<file path="src/rtl/aes_inv_key_sched.sv">
// -----------------------------------------------------------------------------
// aes_inv_key_sched
//
// Decryption-side AES-128 key scheduler. A cipher key is loaded on start,
// expanded forward for ten cycles to reach round key 10, and then the round
// keys are handed out in reverse order (10 down to 0), one per rk_valid /
// rk_ready handshake. Only one 128-bit key is stored. Each earlier round key
// is recomputed in place from the current one by the inverse expansion step.
//
// Ports:
//   clk        in   1    rising-edge clock
//   rst_n      in   1    asynchronous active-low reset
//   start      in   1    load request, sampled only while idle
//   key_in     in   128  cipher key (round key 0), word 0 = [127:96]
//   rk_ready   in   1    consumer accepts the presented round key
//   rk_valid   out  1    round_key / rk_round are valid
//   round_key  out  128  current round key, word 0 = [127:96]
//   rk_round   out  4    round index of round_key (10..0)
//   busy       out  1    high while expanding or serving
//   done       out  1    one-cycle pulse after round key 0 is accepted
// -----------------------------------------------------------------------------
module aes_inv_key_sched (
    input  logic         clk,
    input  logic         rst_n,
    input  logic         start,
    input  logic [127:0] key_in,
    input  logic         rk_ready,
    output logic         rk_valid,
    output logic [127:0] round_key,
    output logic [3:0]   rk_round,
    output logic         busy,
    output logic         done
);

    typedef enum logic [1:0] {
        S_IDLE   = 2'd0,
        S_EXPAND = 2'd1,
        S_SERVE  = 2'd2
    } state_t;

    // Forward AES S-box, entry 0 in the most significant byte.
    localparam logic [2047:0] SBOX_TABLE = {
        128'h637c777bf26b6fc53001672bfed7ab76,
        128'hca82c97dfa5947f0add4a2af9ca472c0,
        128'hb7fd9326363ff7cc34a5e5f171d83115,
        128'h04c723c31896059a071280e2eb27b275,
        128'h09832c1a1b6e5aa0523bd6b329e32f84,
        128'h53d100ed20fcb15b6acbbe394a4c58cf,
        128'hd0efaafb434d338545f9027f503c9fa8,
        128'h51a3408f929d38f5bcb6da2110fff3d2,
        128'hcd0c13ec5f974417c4a77e3d645d1973,
        128'h60814fdc222a908846eeb814de5e0bdb,
        128'he0323a0a4906245cc2d3ac629195e479,
        128'he7c8376d8dd54ea96c56f4ea657aae08,
        128'hba78252e1ca6b4c6e8dd741f4bbd8b8a,
        128'h703eb5664803f60e613557b986c11d9e,
        128'he1f8981169d98e949b1e87e9ce5528df,
        128'h8ca1890dbfe6426841992d0fb054bb16
    };

    // Single-byte S-box lookup. Entry b sits at bit offset (255-b)*8 = {~b,3'b000}.
    function automatic logic [7:0] sbox_lookup(input logic [7:0] b);
        logic [10:0] idx;
        idx = {~b, 3'b000};
        return SBOX_TABLE[idx +: 8];
    endfunction

    // SubWord: four parallel byte lookups.
    function automatic logic [31:0] sub_word(input logic [31:0] x);
        return {sbox_lookup(x[31:24]), sbox_lookup(x[23:16]),
                sbox_lookup(x[15:8]),  sbox_lookup(x[7:0])};
    endfunction

    // RotWord({a,b,c,d}) = {b,c,d,a}.
    function automatic logic [31:0] rot_word(input logic [31:0] x);
        return {x[23:0], x[31:24]};
    endfunction

    // Round constant byte for rounds 1..10; zero elsewhere.
    function automatic logic [7:0] rcon_byte(input logic [3:0] i);
        logic [7:0] rc;
        case (i)
            4'd1:    rc = 8'h01;
            4'd2:    rc = 8'h02;
            4'd3:    rc = 8'h04;
            4'd4:    rc = 8'h08;
            4'd5:    rc = 8'h10;
            4'd6:    rc = 8'h20;
            4'd7:    rc = 8'h40;
            4'd8:    rc = 8'h80;
            4'd9:    rc = 8'h1b;
            4'd10:   rc = 8'h36;
            default: rc = 8'h00;
        endcase
        return rc;
    endfunction

    state_t       r_state;
    state_t       w_state_nxt;
    logic [127:0] r_key;
    logic [127:0] w_key_nxt;
    logic [3:0]   r_rnd;
    logic [3:0]   w_rnd_nxt;
    logic         r_done;
    logic         w_done_nxt;
    logic         r_valid;
    logic         r_busy;

    logic [31:0]  w_w0;
    logic [31:0]  w_w1;
    logic [31:0]  w_w2;
    logic [31:0]  w_w3;
    logic [31:0]  w_p3;
    logic [31:0]  w_sub_in;
    logic [31:0]  w_t;
    logic [31:0]  w_n0;
    logic [31:0]  w_n1;
    logic [31:0]  w_n2;
    logic [31:0]  w_n3;
    logic [3:0]   w_rcon_idx;
    logic [3:0]   w_rnd_inc;
    logic [3:0]   w_rnd_dec;
    logic [127:0] w_fwd;
    logic [127:0] w_inv;

    // Key datapath: one shared SubWord feeds both the forward and inverse step.
    always_comb begin
        w_w0      = r_key[127:96];
        w_w1      = r_key[95:64];
        w_w2      = r_key[63:32];
        w_w3      = r_key[31:0];
        // Previous round's w3 is recovered first; it is the SubWord source
        // when stepping backwards.
        w_p3      = w_w3 ^ w_w2;
        w_rnd_inc = r_rnd + 4'd1;
        w_rnd_dec = r_rnd - 4'd1;
        if (r_state == S_SERVE) begin
            w_sub_in   = w_p3;
            w_rcon_idx = r_rnd;
        end else begin
            w_sub_in   = w_w3;
            w_rcon_idx = w_rnd_inc;
        end
        w_t   = sub_word(rot_word(w_sub_in)) ^ {rcon_byte(w_rcon_idx), 24'h000000};
        w_n0  = w_w0 ^ w_t;
        w_n1  = w_w1 ^ w_n0;
        w_n2  = w_w2 ^ w_n1;
        w_n3  = w_w3 ^ w_n2;
        w_fwd = {w_n0, w_n1, w_n2, w_n3};
        w_inv = {w_w0 ^ w_t, w_w1 ^ w_w0, w_w2 ^ w_w1, w_p3};
    end

    // Next-state logic for the IDLE / EXPAND / SERVE sequencer.
    always_comb begin
        w_state_nxt = r_state;
        w_key_nxt   = r_key;
        w_rnd_nxt   = r_rnd;
        w_done_nxt  = 1'b0;
        case (r_state)
            S_IDLE: begin
                if (start) begin
                    w_key_nxt   = key_in;
                    w_rnd_nxt   = 4'd0;
                    w_state_nxt = S_EXPAND;
                end else begin
                    w_state_nxt = S_IDLE;
                end
            end
            S_EXPAND: begin
                w_key_nxt = w_fwd;
                w_rnd_nxt = w_rnd_inc;
                if (w_rnd_inc == 4'd10) begin
                    w_state_nxt = S_SERVE;
                end else begin
                    w_state_nxt = S_EXPAND;
                end
            end
            S_SERVE: begin
                if (rk_ready) begin
                    if (r_rnd != 4'd0) begin
                        w_key_nxt = w_inv;
                        w_rnd_nxt = w_rnd_dec;
                    end else begin
                        // Round 0 accepted: key and index are left as they are.
                        w_state_nxt = S_IDLE;
                        w_done_nxt  = 1'b1;
                    end
                end else begin
                    w_state_nxt = S_SERVE;
                end
            end
            default: begin
                w_state_nxt = S_IDLE;
                w_key_nxt   = 128'h0;
                w_rnd_nxt   = 4'd0;
            end
        endcase
    end

    // State, key, round and status registers; status flags follow the next state
    // so rk_valid and busy come straight from flops.
    always_ff @(posedge clk or negedge rst_n) begin
        if (!rst_n) begin
            r_state <= S_IDLE;
            r_key   <= 128'h0;
            r_rnd   <= 4'd0;
            r_done  <= 1'b0;
            r_valid <= 1'b0;
            r_busy  <= 1'b0;
        end else begin
            r_state <= w_state_nxt;
            r_key   <= w_key_nxt;
            r_rnd   <= w_rnd_nxt;
            r_done  <= w_done_nxt;
            r_valid <= (w_state_nxt == S_SERVE);
            r_busy  <= (w_state_nxt != S_IDLE);
        end
    end

    assign rk_valid  = r_valid;
    assign busy      = r_busy;
    assign done      = r_done;
    assign round_key = r_key;
    assign rk_round  = r_rnd;

endmodule

</file>
<file path="config.mk">
export PLATFORM = sky130hd
export DESIGN_NAME = aes_inv_key_sched
export DESIGN_NICKNAME = d
export VERILOG_FILES = /design/src/rtl/aes_inv_key_sched.sv
export SDC_FILE = /design/constraint.sdc
export NUM_CORES = 1
export LEC_CHECK = 0
export ABC_AREA = 1
export CORE_UTILIZATION = 26
export DETAILED_ROUTE_END_ITERATION = 8
export GPL_TIMING_DRIVEN = 0
export SLEW_MARGIN = 5
export SYNTH_ARGS = -nofsm -noshare
export SYNTH_HDL_FRONTEND = slang
export SYNTH_SLANG_ARGS = --single-unit
</file>
<file path="constraint.sdc">
create_clock -name clk -period 10.1 [get_ports clk]
set_input_delay 2.02 -clock clk [delete_from_list [all_inputs] [get_ports clk]]
set_output_delay 2.02 -clock clk [all_outputs]
set_load 0.1 [all_outputs]
</file>
# Word-level counts from Yosys, hierarchy flattened
# Memory sizes are Yosys's and may differ from the RTL's.
# Cells that the tools add are included.
# totals
in_bits	132
wordCells	54
n_memories	1
regBits	137
out_inout_bits	135
mem_bits_ro	128
# classes
add_sub_neg	2
mux	18
shifts	4
n_reduce_logical	4
bitwise_logic	12
eq_ne	7
# mem_list
memory	depth	width	read_ports	rd_ports_with_merged_regs	wr	line_no	source
(no name shown)	16	8	1	0	0	82	case (i)
# op_table
operator	count
$shiftx A2048 B12 Y8 const A	4
$mux W128	3
$pmux W128 S3	1
$xor A32 B32 Y32	8
$mux W32	1
$not A8 Y8	4
$mux W4	4
$pmux W4 S3	1
$mux W2	3
$pmux W2 S3	1
$add A4 B1 Y4 const B	1
$eq A2 B2 Y1 const B	2
$eq A4 B4 Y1 const B	1
$mux W1	4
$ne A2 B2 Y1 const B	2
$reduce_bool A4 Y1	1
$sub A4 B1 Y4 const B	1
$reduce_and A3 Y1	1
$eq A2 B1 Y1 const B	1
$logic_not A2 Y1	1
$ne A2 B1 Y1 const B	1
$reduce_bool A2 Y1	1

# Logic depth before layout (Yosys ltp)
# depth
depth_word	10
mapped_depth	30
depth_no_buf	28

# Least setup slack after synthesis
# No wires, ideal clock.
# synth_timing
kind	register -> register
startpoint	register r_key[25], in the netlist round_key[25]
endpoint	register r_key[6], in the netlist round_key[6]
setup_ps	120
stages_incl_launch_ff	25
setup_slack_ps	6502
t_arrival_ps	3478
n_path_buf	1
synth_period_minus_slack_ps	3598
t_required_ps	9980
path_cell_list	dfrtp_1 -> inv_1 -> nor2_1 -> inv_1 -> nand2_1 -> ha_1 -> inv_1 -> nand2_1 -> buf_2 -> nand3_1 -> nand3_1 -> nand3_1 -> nand3_1 -> nand3_1 -> nand3_1 -> nand2_1 -> nand2_1 -> nand2_1 -> nand2_1 -> nand2_1 -> nand2_1 -> nand3_1 -> nand2_1 -> nand2_1 -> nand2_1
# synth_via
elab_chain_len	10
# synth_rtl
element	line_no	source
from (decl)	100	logic [127:0] r_key;
from (signal assigned)	212	r_key <= w_key_nxt;
$xor A32 B32 Y32	134	w_p3 = w_w3 ^ w_w2;
$mux W32 *	137	if (r_state == S_SERVE) begin
$not A8 Y8 *	64	idx = {~b, 3'b000};
$shiftx A2048 B12 Y8 *	65	return SBOX_TABLE[idx +: 8];
$xor A32 B32 Y32 *	144	w_t = sub_word(rot_word(w_sub_in)) ^ {rcon_byte(w_rcon_idx), 24'h000000};
$xor A32 B32 Y32 *	145	w_n0 = w_w0 ^ w_t;
$xor A32 B32 Y32 *	146	w_n1 = w_w1 ^ w_n0;
$xor A32 B32 Y32 *	147	w_n2 = w_w2 ^ w_n1;
$xor A32 B32 Y32 *	148	w_n3 = w_w3 ^ w_n2;
$pmux W128 S3 *	159	case (r_state)
# Every way passes the cells marked *; elsewhere a longest branch is shown, timed or not.
# A chain may end at the register's enable or synchronous reset.

# Final worst setup path
# layout_timing
startpoint	register r_state[0]
endpoint	register r_key[18], in the netlist round_key[18]
# layout_via
elab_chain_len	10
elab_cells_between_ends	16
# layout_rtl
element	line_no	source
from (decl)	98	state_t r_state;
from (signal assigned)	211	r_state <= w_state_nxt;
$eq A2 B2 Y1	137, 159	
$mux W32	137	
$not A8 Y8	64	
$shiftx A2048 B12 Y8	65	
$xor A32 B32 Y32	144	
$xor A32 B32 Y32	145	
$xor A32 B32 Y32	146	
$xor A32 B32 Y32	147	
$xor A32 B32 Y32	148	
$pmux W128 S3	159	
# Parallel ways exist; a longest one is shown, timed or not.

==> summary by stage <==
Critical path
The required time of the worst setup path is 10.49 ns. The worst setup path is launched from a flop. For the worst setup path, the data arrival time is 6.30 ns. The largest fanout on the critical path is 12.

The kind of end point of the critical path is a flop. The startpoint of the lowest-slack register-to-register path is r_state[0]$_DFF_PN0_. The worst setup path category is reg2reg.

Setup slack on the worst reg-to-reg path comes out at 4.19 ns. The worst flop-to-flop path endpoint is round_key[18]$_DFFE_PN0P_. The length in cells of the worst reg-to-reg path is 24.

Cells and area
The post-route cell area is 27700 µm². In the final layout, the multi-input gates occupy 17200 µm². In the final layout, the share of cells above drive strength 1 is 0.0598.

The layout overhead on the synthesized area is 21.0%. For this run, the post-layout net count is 4787. The number of standard cells in the final layout excluding fillers is 5759. The sequential cells in the finished layout cover a total of 3430 µm².

The share of the core filled with cells is 0.318. Fill cells in the final layout number 9992.

Outcome
The checks that failed: max-capacitance violations, max-slew violations. The run finished, with violations left.

Die
267 I/O pins were placed. Row generation in the floorplan step produced 108 rows. The floorplan step defined a core boundary enclosing 86900 µm². For this configuration, the core starts out at a cell density of 0.263. The horizontal die dimension is 298 µm. The die covers 89100 µm².

The height of the die is 298 µm.

Logic synthesis
The share of flip-flops with an asynchronous set or reset is 1.00. Synthesis produced a netlist with a net count of 4500. The total standard cell area after synthesis is 22900 µm².

In this run the mean area of a mapped cell was 5.31 µm². Synthesis produced a netlist whose cell count is 4301. The netlist uses 44 different library cells. Yosys mapped a number of flops with a built-in enable equal to 0. Yosys printed 0 warnings. The most used flip-flop cell after synthesis is dfrtp_1. The sequential element share of the synthesized area is 0.150.

After synthesis the netlist holds a flip-flop and latch count of 137.

CTS
The cell sitting at the root of the clock tree is a clkbuf_16. CTS saw 137 sinks. The clock tree synthesis step divided the H-tree into 4 levels.

The clock latency on the worst-skew pair is 0.51 ns. Once the clock tree was built, the setup fixing pass inserted 0 buffers. After clock tree synthesis, the repair step resized 0 gates.

The clock-pin slew on the worst setup and hold paths is 0.07 ns. Buffers inserted to repair hold after CTS numbered 0. The number of buffers between clock root and the deepest sink is 2. TritonCTS built the clock tree.

The number of CTS-inserted buffers is 17.

STA
For this run, the top clock speed supported by timing is 169 MHz. The final count of hold timing violations is 0. Setup violations remaining at the end of the flow were counted as 0. The share of the clock period used by the worst path is 0.585. The worst clock skew is 0.0215 ns. At the pin with the least slew margin, the transition time is 1.52 ns. The summed negative setup slack over all endpoints is 0 ns. Counting I/O delays and the setup requirement, the final critical path takes 5.91 ns.

Setup repair after global routing left no endpoint under its margin. The worst pin sits at a relative slew slack of -0.0155. The final number of max-transition violations is 11.

Global route
The number of antenna violations at the first check in global routing is 5. The via count of the first global-routing pass was 31700. Entering global routing, the biggest net connects 100 pins. The wire length of the first global-routing pass is 250 mm. The global routing usage summed across all routing layers is 0.394. The leftover overflow at the end of global routing is 0.

Min path
The min-delay analysis places its worst path in the category reg2reg. The worst hold path begins at round_key[21]$_DFFE_PN0P_. The number of cells on the worst hold path is 2. The terminating pin of the worst hold path is round_key[21]$_DFFE_PN0P_.

Route
The DRC violation count after routing is 0. Summing over every cut layer, the via total after detailed routing is 34700. The post-detailed-route wirelength per cell is 31.6 µm. The antenna violation net count after detailed routing is 0. The total wire length after detailed routing is 182 mm. The number of detailed-route iterations in the first pass is 6. The violation count after the first detailed-routing iteration is 4671.

In the routed layout, each cell is associated on average with a via count of 6.03.

Placed design
Once placement completed, the tool counted placed cells totaling 5724. At the end of routability-driven placement, the weighted congestion stood at 1.07. The placed wire-length estimate is 136 mm.

The number of buffers inserted by port buffering is 266. The area after detailed placement is 27000 µm².

Run
Across the run, the number of max-cap violations was 1.
-- per-layer routing --
layer / global-route usage / share of wire
met1: 0.516 / 0.41
met2: 0.562 / 0.41
met3: 0.123 / 0.12
met4: 0.236 / 0.068
met5: 0 / 0.00020
-- flip-flops by register name, indices dropped and copies added, names as in the netlist --
| register | flops |
|---|---|
| busy | 1 |
| r_state | 2 |
| round_key | 128 |
| rk_valid | 1 |
| rk_round | 4 |
| done | 1 |
-- area by class of cell --
| class | count | share of cell area |
|---|---|---|
| multi-input combinational | 3630 | 0.621 |
| sequential | 137 | 0.124 |
| timing repair buffer | 268 | 0.0980 |
| tap | 1155 | 0.0522 |
| buffer | 252 | 0.0436 |
| inverter | 282 | 0.0384 |
| clock buffer | 25 | 0.0179 |
| clock inverter | 7 | 0.00498 |
| antenna | 3 | 0.000271 |
-- per-stage QoR --
stage,hold WS (ns),setup WS [ns]
finish,0.564,4.19
global route,0.619,4.20
CTS,0.563,4.52
detailed placement,0.545,4.56
global placement,0.547,0.246
floorplan,0.627,6.50
-- placed cells by master, fill, tap and decap left out, types with 14 or more instances in the layout --
master           count
a21oi_1            168
buf_1               18
buf_2              115
buf_4               18
clkbuf_1            92
clkbuf_16           17
clkdlybuf4s50_1    265
dfrtp_1            137
ha_1                67
inv_1              257
inv_2               20
nand2_1           1423
nand2_2             30
nand3_1           1329
nand3_2             14
nor2_1             189
o211ai_1            38
o21ai_0            225
o21ai_1             39
-- cell usage after synthesis, types with 9 or more instances --
library cell | n | area, µm²
a21boi_0 | 10 | 75.1
a21oi_1 | 168 | 841
buf_1 | 21 | 78.8
buf_2 | 112 | 561
buf_4 | 18 | 135
clkbuf_1 | 95 | 357
dfrtp_1 | 137 | 3430
ha_1 | 67 | 838
inv_1 | 257 | 965
inv_2 | 20 | 75.1
nand2_1 | 1423 | 5340
nand2_2 | 30 | 188
nand3_1 | 1329 | 6650
nand3_2 | 14 | 140
nand3b_1 | 9 | 67.6
nor2_1 | 189 | 709
nor2_2 | 13 | 81.3
o211ai_1 | 38 | 285
o21ai_0 | 225 | 1130
o21ai_1 | 39 | 195
o22ai_1 | 9 | 56.3
xor2_1 | 13 | 114
-- how the worst max path moves through the flow --
stage                                    startpoint                         to  slack [ns]  cells past startpoint
after floorplan           round_key[25]$_DFFE_PN0P_   round_key[6]$_DFFE_PN0P_        6.50                     24
after global placement                        rst_n  round_key[59]$_DFFE_PN0P_        0.25                      1
after detailed placement       r_state[0]$_DFF_PN0_  round_key[18]$_DFFE_PN0P_        4.56                     24
after CTS                      r_state[0]$_DFF_PN0_  round_key[18]$_DFFE_PN0P_        4.52                     24
after global routing           r_state[0]$_DFF_PN0_  round_key[18]$_DFFE_PN0P_        4.20                     24
final                          r_state[0]$_DFF_PN0_  round_key[18]$_DFFE_PN0P_        4.19                     24
-- critical path: stages (launching register included) --
cell,delay [ns]
dfrtp_1,0.41
inv_1,0.14
ha_1,0.35
buf_4,0.48
buf_4,0.40
nand3_1,0.30
nand2_1,0.72
ha_1,0.32
inv_1,0.12
nand3_1,0.41
nand2_1,0.27
inv_2,0.23
a21oi_1,0.10
nor2_1,0.37
nand2_1,0.17
nand2_1,0.10
nand2_1,0.07
nand3_1,0.16
nand3_1,0.14
nand3_1,0.14
nand3_1,0.08
nand3_1,0.08
nand2_1,0.06
nand2_1,0.06
nand2_1,0.05
-- cell families after synthesis --
family | Yosys count | share of synthesized area
compound gates | 527 | 0.128
xor+xnor | 16 | 0.00613
fa+ha+maj | 67 | 0.0367
buf+inv | 534 | 0.0986
flops | 137 | 0.150
simple gates | 3020 | 0.580
Power is not shown: default switching activity piles up to over one toggle a cycle in this logic, so the estimate is an artifact.
